File: src/rtl/mem_bus_unit.sv
// mem_bus_unit: LC-3 memory access stage.
//
// Holds MAR and MDR, loaded from the datapath bus, and runs timed SRAM read and
// write cycles. Read data returns through MDR. A one-cycle ready pulse R marks
// access completion for the control state machine.
//
// Ports:
//   Clk, Reset_n          clock and asynchronous active-low reset
//   bus_in                datapath bus value (gate multiplexer output)
//   LD_MAR, LD_MDR        register loads from bus_in, honoured only when idle
//   mem_start, mem_we     access request and type (1 = write), sampled when idle
//   mem_rdata             SRAM read data
//   MAR, MDR              address and data registers
//   mem_addr, mem_wdata   SRAM address / write data (copies of MAR / MDR)
//   mem_ce_n, mem_oe_n,   active-low SRAM strobes, decoded from registered state
//   mem_we_n
//   busy                  high whenever not idle
//   R                     one-cycle ready pulse in the DONE state
module mem_bus_unit #(
    parameter int unsigned WAIT_CYCLES = 2
) (
    input  logic        Clk,
    input  logic        Reset_n,
    input  logic [15:0] bus_in,
    input  logic        LD_MAR,
    input  logic        LD_MDR,
    input  logic        mem_start,
    input  logic        mem_we,
    input  logic [15:0] mem_rdata,
    output logic [15:0] MAR,
    output logic [15:0] MDR,
    output logic [15:0] mem_addr,
    output logic [15:0] mem_wdata,
    output logic        mem_ce_n,
    output logic        mem_oe_n,
    output logic        mem_we_n,
    output logic        busy,
    output logic        R
);

    typedef enum logic [1:0] {
        StIdle   = 2'd0,
        StAccess = 2'd1,
        StDone   = 2'd2
    } state_e;

    // Counter preload: the last ACCESS cycle is the one that sees cnt == 0.
    localparam logic [3:0] CntInit = 4'(WAIT_CYCLES - 1);

    state_e      state_q, state_d;
    logic [15:0] mar_q, mar_d;
    logic [15:0] mdr_q, mdr_d;
    logic [3:0]  cnt_q, cnt_d;
    logic        wr_q, wr_d;

    always_ff @(posedge Clk or negedge Reset_n) begin
        if (!Reset_n) begin
            state_q <= StIdle;
            mar_q   <= 16'h0000;
            mdr_q   <= 16'h0000;
            cnt_q   <= 4'd0;
            wr_q    <= 1'b0;
        end else begin
            state_q <= state_d;
            mar_q   <= mar_d;
            mdr_q   <= mdr_d;
            cnt_q   <= cnt_d;
            wr_q    <= wr_d;
        end
    end

    always_comb begin
        state_d = state_q;
        mar_d   = mar_q;
        mdr_d   = mdr_q;
        cnt_d   = cnt_q;
        wr_d    = wr_q;
        unique case (state_q)
            StIdle: begin
                // Loads and a start in the same cycle are both taken; the
                // strobes only begin next cycle, so the access sees new values.
                if (LD_MAR) mar_d = bus_in;
                if (LD_MDR) mdr_d = bus_in;
                if (mem_start) begin
                    wr_d    = mem_we;
                    cnt_d   = CntInit;
                    state_d = StAccess;
                end
            end
            StAccess: begin
                if (cnt_q != 4'd0) begin
                    cnt_d = cnt_q - 4'd1;
                end else begin
                    if (!wr_q) mdr_d = mem_rdata;
                    state_d = StDone;
                end
            end
            StDone: begin
                state_d = StIdle;
            end
            default: begin
                state_d = StIdle;
            end
        endcase
    end

    always_comb begin
        MAR       = mar_q;
        MDR       = mdr_q;
        mem_addr  = mar_q;
        mem_wdata = mdr_q;
        mem_ce_n  = (state_q != StAccess);
        mem_oe_n  = !((state_q == StAccess) && !wr_q);
        mem_we_n  = !((state_q == StAccess) && wr_q);
        busy      = (state_q != StIdle);
        R         = (state_q == StDone);
    end

endmodule

File: config.mk
export PLATFORM = sky130hd
export DESIGN_NAME = mem_bus_unit
export DESIGN_NICKNAME = d
export VERILOG_FILES = /design/src/rtl/mem_bus_unit.sv
export SDC_FILE = /design/constraint.sdc
export NUM_CORES = 1
export LEC_CHECK = 0
export ABC_CLOCK_PERIOD_IN_PS = 2800
export CAP_MARGIN = 40
export CELL_PAD_IN_SITES_DETAIL_PLACEMENT = 1
export CELL_PAD_IN_SITES_GLOBAL_PLACEMENT = 1
export CORE_MARGIN = 2
export CORE_UTILIZATION = 30
export DETAILED_ROUTE_END_ITERATION = 10
export PLACE_DENSITY = 0.82
export SLEW_MARGIN = 20
export SYNTH_ARGS = -nofsm -noshare
export SYNTH_HDL_FRONTEND = slang
export SYNTH_SLANG_ARGS = --single-unit
File: constraint.sdc
create_clock -name Clk -period 2.8 [get_ports Clk]
set_input_delay 0.42 -clock Clk [delete_from_list [all_inputs] [get_ports Clk]]
set_output_delay 0.42 -clock Clk [all_outputs]
set_load 0.05 [all_outputs]
==> results of run 1 <==
## area by class of cell
| cell class | instances | area, sq um | share of cell area |
|---|---|---|---|
| repair buffers | 111 | 1114 | 0.3553 |
| flip-flops and latches | 39 | 975.9 | 0.3114 |
| multi-input cells | 80 | 822.0 | 0.2623 |
| well taps | 96 | 120.1 | 0.03832 |
| clock buffers | 6 | 82.58 | 0.02635 |
| inverters | 4 | 15.01 | 0.004790 |
| clock inverters | 1 | 5.005 | 0.001597 |
## through the flow
step / setup WS (ps) / std cells / area, sq um
after CTS: 370.3 / 337 / 3134
after detailed placement: 594.6 / 330 / 3047
after global routing: 264.2 / 337 / 3134
after floorplan: 656.1 / 161 / 2101
after global placement: 683.4 / 329 / 3019
final: 399.5 / 337 / 3134
## synthesized netlist by cell type
| library cell | count | area (sq um) |
|---|---|---|
| mux2_2 | 40 | 450.4 |
| dfrtp_1 | 39 | 975.9 |
| buf_4 | 32 | 240.2 |
| mux2_4 | 10 | 150.1 |
| inv_1 | 4 | 15.01 |
| nand2_1 | 4 | 15.01 |
| buf_2 | 3 | 15.01 |
| nand2b_1 | 3 | 18.77 |
| ha_1 | 2 | 25.02 |
| mux2i_1 | 2 | 20.02 |
| nand3_1 | 2 | 10.01 |
| nor2_1 | 2 | 7.510 |
| nor2b_1 | 2 | 12.51 |
| nor3_1 | 2 | 10.01 |
| a21oi_1 | 1 | 5.000 |
| a221oi_4 | 1 | 26.28 |
| a22o_1 | 1 | 8.760 |
| a311oi_1 | 1 | 8.760 |
| and2_1 | 1 | 6.260 |
| buf_12 | 1 | 20.02 |
| buf_6 | 1 | 11.26 |
| clkbuf_1 | 1 | 3.750 |
| nor2_2 | 1 | 6.260 |
| nor3b_1 | 1 | 7.510 |
| o21bai_1 | 1 | 7.510 |
| or2_2 | 1 | 6.260 |
| or3b_1 | 1 | 8.760 |
| or3b_2 | 1 | 8.760 |
## how the worst max path moves through the flow
stage | from | endpoint | slack, ps | cells after the start
2_1_floorplan | cnt_q[0]$_DFFE_PN0P_ | MDR[10]$_DFFE_PN0P_ | 660 | 7
3_3_place_gp | cnt_q[0]$_DFFE_PN0P_ | MDR[1]$_DFFE_PN0P_ | 680 | 6
3_5_place_dp | cnt_q[0]$_DFFE_PN0P_ | MDR[0]$_DFFE_PN0P_ | 590 | 6
4_1_cts | state_q[0]$_DFFE_PN0P_ | mem_ce_n | 370 | 3
5_1_grt | state_q[0]$_DFFE_PN0P_ | mem_ce_n | 260 | 3
6_report | state_q[0]$_DFFE_PN0P_ | mem_ce_n | 400 | 3
## placed cells by master, fill, tap and decap left out, types with 2 or more instances in the layout
cell,count
clkdlybuf4s50_1,105
mux2_2,40
dfrtp_1,39
mux2_4,10
clkbuf_8,6
inv_1,4
nand2_1,4
buf_4,4
nand2b_1,3
nor2_1,2
nor3_1,2
nand3_1,2
mux2i_1,2
ha_1,2
## per-layer routing
metal,share of wire,GRT usage,wire length (um)
met1,0.40,0.1712,2092
met2,0.53,0.2521,2778
met3,0.059,0.04524,308
met4,0.0090,0.03497,47
met5,0,0,0
## flip-flops by register name (all words and copies together) (netlist names)
register  count
MDR          16
wr_q          1
MAR          16
state_q       2
cnt_q         4
## critical path, delay by kind of cell, from the launching register on
kind / cells / cell delay [ps]
simple gates: 1 / 250
flops: 1 / 530
buf+inv: 2 / 910
## cells by family after synthesis
group | count (synthesis) | synth area share
DFF | 39 | 0.4646
adders and majority gates | 2 | 0.01191
AOI/OAI and AO/OA | 5 | 0.02680
muxes | 52 | 0.2954
buffers and inverters | 42 | 0.1453
and+or+nand+nor | 21 | 0.05599
==> flow_metrics.env, run 1 <==
export IMPL_hp_class="input port to asynchronous set/reset pin"
export IMPL_endpoint_kind="output pin"
export IMPL_cts_resized=0
export IMPL_reg2reg_depth=6
export IMPL_fill_cells=694
export IMPL_area_growth_pct=49.20
export IMPL_relSlewSlack=0.6439
export IMPL_clockBufferDepth=2
export IMPL_timing_rr_start="cnt_q[0]$_DFFE_PN0P_"
export IMPL_fin_skew_ps=8.683
export IMPL_cp_required_ps=2380
export IMPL_worstPathCellList="nor2b_2 -> inv_1 -> clkdlybuf4s50_1"
export IMPL_synth_area_sq_um=2101
export IMPL_cts_hold_fix_buffers=0
export IMPL_arrival_ps=1980
export IMPL_clk_pin_slew_ps=80
export IMPL_crit_slowest_cell="clkdlybuf4s50_1"
export IMPL_outcome="completed"
export IMPL_synth_warnings=0
export IMPL_drv_cap=0
export IMPL_ctsRootBufferMaster="clkbuf_8"
export IMPL_period_share=0.8573
export IMPL_cts_sinks=39
export IMPL_dp_hpwl_um=4055
export IMPL_fmax_mhz=416.6
export IMPL_ys_seq_elements=39
export IMPL_synth_nets=201
export IMPL_r2r_slack_ps=600
export IMPL_totalWireLength_um=5227
export IMPL_row_count=30
export IMPL_fin_crit_ps=2400
export IMPL_start_kind="flop"
export IMPL_tns_ps=0
export IMPL_drv_slew=0
export IMPL_grt_overflow_total=0
export IMPL_worst_slew_pin_slew_ps=532.5
export IMPL_ant_nets=0
export IMPL_diodes=0
export IMPL_grt_max_degree=22
export IMPL_nets=281
export IMPL_final_util=0.4613
export IMPL_die_y_um=87.68
export IMPL_critPathMaxFanout=12
export IMPL_antenna_found_initial=0
export IMPL_crit_path_max_incr_delay_ps=810
export IMPL_port_buffers=106
export IMPL_drt_iter0_drc=35
export IMPL_synth_cell_types=28
export IMPL_crit_type="flop to output pin"
export IMPL_cts_tree="done"
export IMPL_cts_buffers=5
export IMPL_rsz0062_at_grt="false"
export IMPL_dr_pass1_iters=2
export IMPL_finalHoldViolations=0
export IMPL_reg2reg_to="MDR[5]$_DFFE_PN0P_"
export IMPL_fp_dieArea_sq_um=7688
export IMPL_wl_per_cell_um=15.51
export IMPL_clk_latency_ps=290
export IMPL_hold_ws_ps=102.3
export IMPL_grt_total_usage=0.1437
export IMPL_io_pins=107
export IMPL_core_area_sq_um=6794
export IMPL_cts_htree_levels=2
export IMPL_setup_viol=0
export IMPL_vias=1463
export IMPL_cts_setup_buffers=0
export IMPL_gp_congestion=0.7098
export IMPL_drc=0
export IMPL_drive_gt1_frac=0.2822
export IMPL_synth_seq_area_share=0.4646
export IMPL_syn_area_per_cell_sq_um=13.05
export IMPL_die_w_um=87.68
export IMPL_grt_pass1_wl_um=8383
export IMPL_first_global_vias=1611
export IMPL_netlist_instances=161
export IMPL_start_util=0.3092
export IMPL_vias_per_cell=4.341
Power of run 1 is not shown: default switching activity piles up to over one toggle a cycle in this logic, so the estimate is an artifact.
==> inputs of run 2 (changes only) <==
RECOVER_POWER = 50   (was unset)
==> flow_metrics.env, run 2 (synthesized netlist as in run 1, its figures left out) <==
export IMPL_setup_viol=0
export IMPL_drive_gt1_frac=0.2614
export IMPL_place_ws_ps=594.6
export IMPL_grt_total_usage=0.1437
export IMPL_fin_cells=337
export IMPL_port_buffers=106
export IMPL_cts_tree="done"
export IMPL_crit_family="buffers and inverters"
export IMPL_r2r_slack_ps=500
export IMPL_drv_cap=0
export IMPL_grt_pass1_wl_um=8383
export IMPL_fin_area_sq_um=3100
export IMPL_worst_slew_pin_slew_ps=1151
export IMPL_drt_iter0_drc=29
export IMPL_tns_ps=0
export IMPL_fill_cells=701
export IMPL_vias=1463
export IMPL_placed_cells=330
export IMPL_cts_setup_buffers=0
export IMPL_fmax_mhz=411.8
export IMPL_layout_common_cells="clkdlybuf4s50_1 (94), mux2_2 (40), dfrtp_1 (39)"
export IMPL_relSlewSlack=0.2329
export IMPL_vias_per_cell=4.341
export IMPL_die_y_um=87.68
export IMPL_core_area_sq_um=6794
export IMPL_reg2reg_depth=4
export IMPL_crit_path_max_incr_delay_ps=720
export IMPL_reg2reg_to="MAR[12]$_DFFE_PN0P_"
export IMPL_cts_hold_fix_buffers=0
export IMPL_cts_htree_levels=2
export IMPL_grt_max_degree=22
export IMPL_crit_type="flop to output pin"
export IMPL_timing_rr_start="state_q[0]$_DFFE_PN0P_"
export IMPL_totalWireLength_um=5244
export IMPL_gp_congestion=0.7098
export IMPL_worstPathCellList="nor2b_1 -> inv_1 -> clkdlybuf4s50_1"
export IMPL_finalHoldViolations=0
export IMPL_fp_dieArea_sq_um=7688
export IMPL_dr_pass1_iters=2
export IMPL_start_util=0.3092
export IMPL_arrival_ps=2010
export IMPL_cts_resized=0
export IMPL_ctsRootBufferMaster="clkbuf_8"
export IMPL_grt_overflow_total=0
export IMPL_ant_nets=0
export IMPL_outcome="completed"
export IMPL_drv_slew=0
export IMPL_clk_latency_ps=290
export IMPL_drc=0
export IMPL_crit_slowest_cell="clkdlybuf4s50_1"
export IMPL_rsz0062_at_grt="false"
export IMPL_dpl_cell_area_sq_um=3047
export IMPL_layout_commonest_cell="clkdlybuf4s50_1"
export IMPL_endpoint_kind="output pin"
export IMPL_wl_per_cell_um=15.56
export IMPL_fin_crit_ps=2428
export IMPL_path_buf_inv=2
export IMPL_area_growth_pct=47.59
export IMPL_dp_hpwl_um=4055
export IMPL_nets=281
export IMPL_clk_pin_slew_ps=80
export IMPL_io_pins=107
export IMPL_diodes=0
export IMPL_critPathMaxFanout=12
export IMPL_cp_required_ps=2380
export IMPL_first_global_vias=1611
export IMPL_cts_buffers=5
export IMPL_antenna_found_initial=0
export IMPL_setup_slack_ps=371.6
export IMPL_cts_sinks=39
export IMPL_die_w_um=87.68
export IMPL_period_share=0.8673
export IMPL_fin_skew_ps=9.075
export IMPL_hp_class="input port to asynchronous set/reset pin"
export IMPL_start_kind="flop"
export IMPL_clockBufferDepth=2
export IMPL_row_count=30
run 2: changes by cell type in the layout (fill, tap and decap cells not counted), sizes merged:
cell and delta:
buf -3, clkbuf +3, clkdlybuf4s50 -11, dlygate4sd3 +11
run 2: how the worst max path moves through the flow:
stage,startpoint,to,slack [ps],cells after the start
after detailed placement,cnt_q[0]$_DFFE_PN0P_,MDR[0]$_DFFE_PN0P_,590,6
after global placement,cnt_q[0]$_DFFE_PN0P_,MDR[1]$_DFFE_PN0P_,680,6
after global routing,state_q[0]$_DFFE_PN0P_,mem_ce_n,180,3
after floorplan,cnt_q[0]$_DFFE_PN0P_,MDR[10]$_DFFE_PN0P_,660,7
after CTS,state_q[0]$_DFFE_PN0P_,mem_ce_n,370,3
final,state_q[0]$_DFFE_PN0P_,mem_ce_n,370,3
run 2: per-layer routing:
metal	GRT usage	share of wire	vias up
li1	-	-	678
met1	0.1712	0.40	725
met2	0.2521	0.53	54
met3	0.04524	0.059	6
met4	0.03497	0.0090	0
met5	0	0	-
run 2: cell type report:
class / instances / area, sq um / share of cell area
inverter: 4 / 15.01 / 0.004843
clock buffer: 6 / 82.58 / 0.02663
tap: 96 / 120.1 / 0.03874
multi-input combinational: 80 / 817.0 / 0.2635
timing repair buffer: 111 / 1085 / 0.3499
sequential: 39 / 975.9 / 0.3148
clock inverter: 1 / 5.005 / 0.001614
run 2: per-stage QoR:
stage | utilization | hold slack [ps]
floorplan | - | 124.4
global placement | 0.4444 | 498.9
detailed placement | 0.4484 | 421.0
CTS | 0.4613 | 107.9
global route | 0.4564 | 393.7
finish | 0.4564 | 321.9
run 2: worst register-to-register path, cell delays in order (launching register included):
cell and delay [ps]:
dfrtp_1 530, or2_2 370, nor2_1 90, clkbuf_1 780, mux2_2 430
Power of run 2 is left out for the same reason.
==> inputs of run 3 (changes only) <==
CORE_MARGIN = unset   (was 2)
==> flow_metrics.env, run 3 (synthesized netlist as in run 1, its figures left out) <==
export IMPL_outcome="completed"
export IMPL_first_global_vias=1571
export IMPL_layout_commonest_cell="clkdlybuf4s50_1"
export IMPL_vias=1483
export IMPL_totalWireLength_um=5036
export IMPL_multi_input_area_sq_um=819.5
export IMPL_cts_tree="done"
export IMPL_clk_latency_ps=290
export IMPL_grt_busiest_layer="met2"
export IMPL_fin_skew_ps=4.105
export IMPL_rsz0062_at_grt="false"
export IMPL_placed_cells=332
export IMPL_regArea_sq_um=975.9
export IMPL_drt_iter0_drc=25
export IMPL_fill_cells=716
export IMPL_start_util=0.3092
export IMPL_clk_pin_slew_ps=80
export IMPL_diodes=0
export IMPL_gp_congestion=0.7815
export IMPL_use_met2=0.2538
export IMPL_r2r_slack_ps=470
export IMPL_tns_ps=0
export IMPL_fmax_mhz=404.0
export IMPL_die_y_um=85.68
export IMPL_drc=0
export IMPL_cts_setup_buffers=0
export IMPL_worst_slew_pin_slew_ps=1154
export IMPL_ant_nets=0
export IMPL_clockBufferDepth=2
export IMPL_dp_hpwl_um=3982
export IMPL_cp_required_ps=2380
export IMPL_setup_viol=0
export IMPL_nets=283
export IMPL_start_kind="flop"
export IMPL_crit_type="flop to output pin"
export IMPL_drv_cap=0
export IMPL_vias_per_cell=4.362
export IMPL_wl_per_cell_um=14.81
export IMPL_grt_total_usage=0.1448
export IMPL_grt_pass1_wl_um=8155
export IMPL_use_met3=0.03754
export IMPL_antenna_found_initial=0
export IMPL_worstPathCellList="clkbuf_1 -> or2_2 -> clkdlybuf4s50_1"
export IMPL_dr_pass1_iters=5
export IMPL_cts_htree_levels=2
export IMPL_ctsRootBufferMaster="clkbuf_8"
export IMPL_crit_path_max_incr_delay_ps=800
export IMPL_drv_slew=0
export IMPL_port_buffers=106
export IMPL_drive_gt1_frac=0.2582
export IMPL_cts_sinks=39
export IMPL_grt_use_met1=0.1738
export IMPL_core_area_sq_um=6794
export IMPL_reg2reg_to="MDR[4]$_DFFE_PN0P_"
export IMPL_timing_rr_start="cnt_q[0]$_DFFE_PN0P_"
export IMPL_fp_dieArea_sq_um=7341
export IMPL_arrival_ps=2060
export IMPL_fin_cells=340
export IMPL_cts_hold_fix_buffers=0
export IMPL_die_w_um=85.68
export IMPL_io_pins=107
export IMPL_cts_buffers=5
export IMPL_crit_slowest_cell="clkdlybuf4s50_1"
export IMPL_area_growth_pct=47.77
export IMPL_fin_crit_ps=2475
export IMPL_period_share=0.8840
export IMPL_grt_overflow_total=0
export IMPL_relSlewSlack=0.2310
export IMPL_grt_max_degree=22
export IMPL_critPathMaxFanout=11
export IMPL_finalHoldViolations=0
export IMPL_hold_ws_ps=277.8
export IMPL_hp_class="input port to asynchronous set/reset pin"
export IMPL_endpoint_kind="output pin"
export IMPL_layout_common_cells="clkdlybuf4s50_1 (93), mux2_2 (40), dfrtp_1 (39)"
export IMPL_row_count=30
export IMPL_reg2reg_depth=6
export IMPL_cts_resized=0
## run 3: how the worst max path moves through the flow
stage / cells after the start / end / from / slack, ps
floorplan: 7 / MDR[10]$_DFFE_PN0P_ / cnt_q[0]$_DFFE_PN0P_ / 660
global placement: 6 / MDR[3]$_DFFE_PN0P_ / cnt_q[0]$_DFFE_PN0P_ / 600
detailed placement: 6 / MDR[4]$_DFFE_PN0P_ / cnt_q[0]$_DFFE_PN0P_ / 470
CTS: 4 / mem_oe_n / state_q[1]$_DFFE_PN0P_ / 360
global route: 3 / busy / state_q[0]$_DFFE_PN0P_ / 230
finish: 3 / busy / state_q[0]$_DFFE_PN0P_ / 320
## run 3: worst max-delay path, delay by kind of cell (launching register included)
family	cells	cell delay [ps]
buffers and inverters	2	1190
AND/OR/NAND/NOR	1	230
flip-flops	1	340
## run 3: metrics by stage
step / cell area [sq um] / worst slack (ps) / utilization
floorplan: 2101 / 656.1 / -
global placement: 3034 / 599.9 / 0.4466
detailed placement: 3062 / 468.7 / 0.4506
CTS: 3143 / 362.3 / 0.4626
global route: 3104 / 233.4 / 0.4569
finish: 3104 / 324.7 / 0.4569
## run 3: final cells by class
cell class | instances | area share
inverter | 4 | 0.004837
sequential | 39 | 0.3144
clock inverter | 1 | 0.001612
timing repair buffer | 113 | 0.3519
multi-input combinational | 80 | 0.2640
tap | 96 | 0.03869
clock buffer | 7 | 0.02459
## run 3: layer usage
layer,vias to the layer above,routed length [um]
li1,680,-
met1,734,2037
met2,62,2591
met3,7,333
met4,0,74
met5,-,0
Power of run 3 is left out for the same reason.
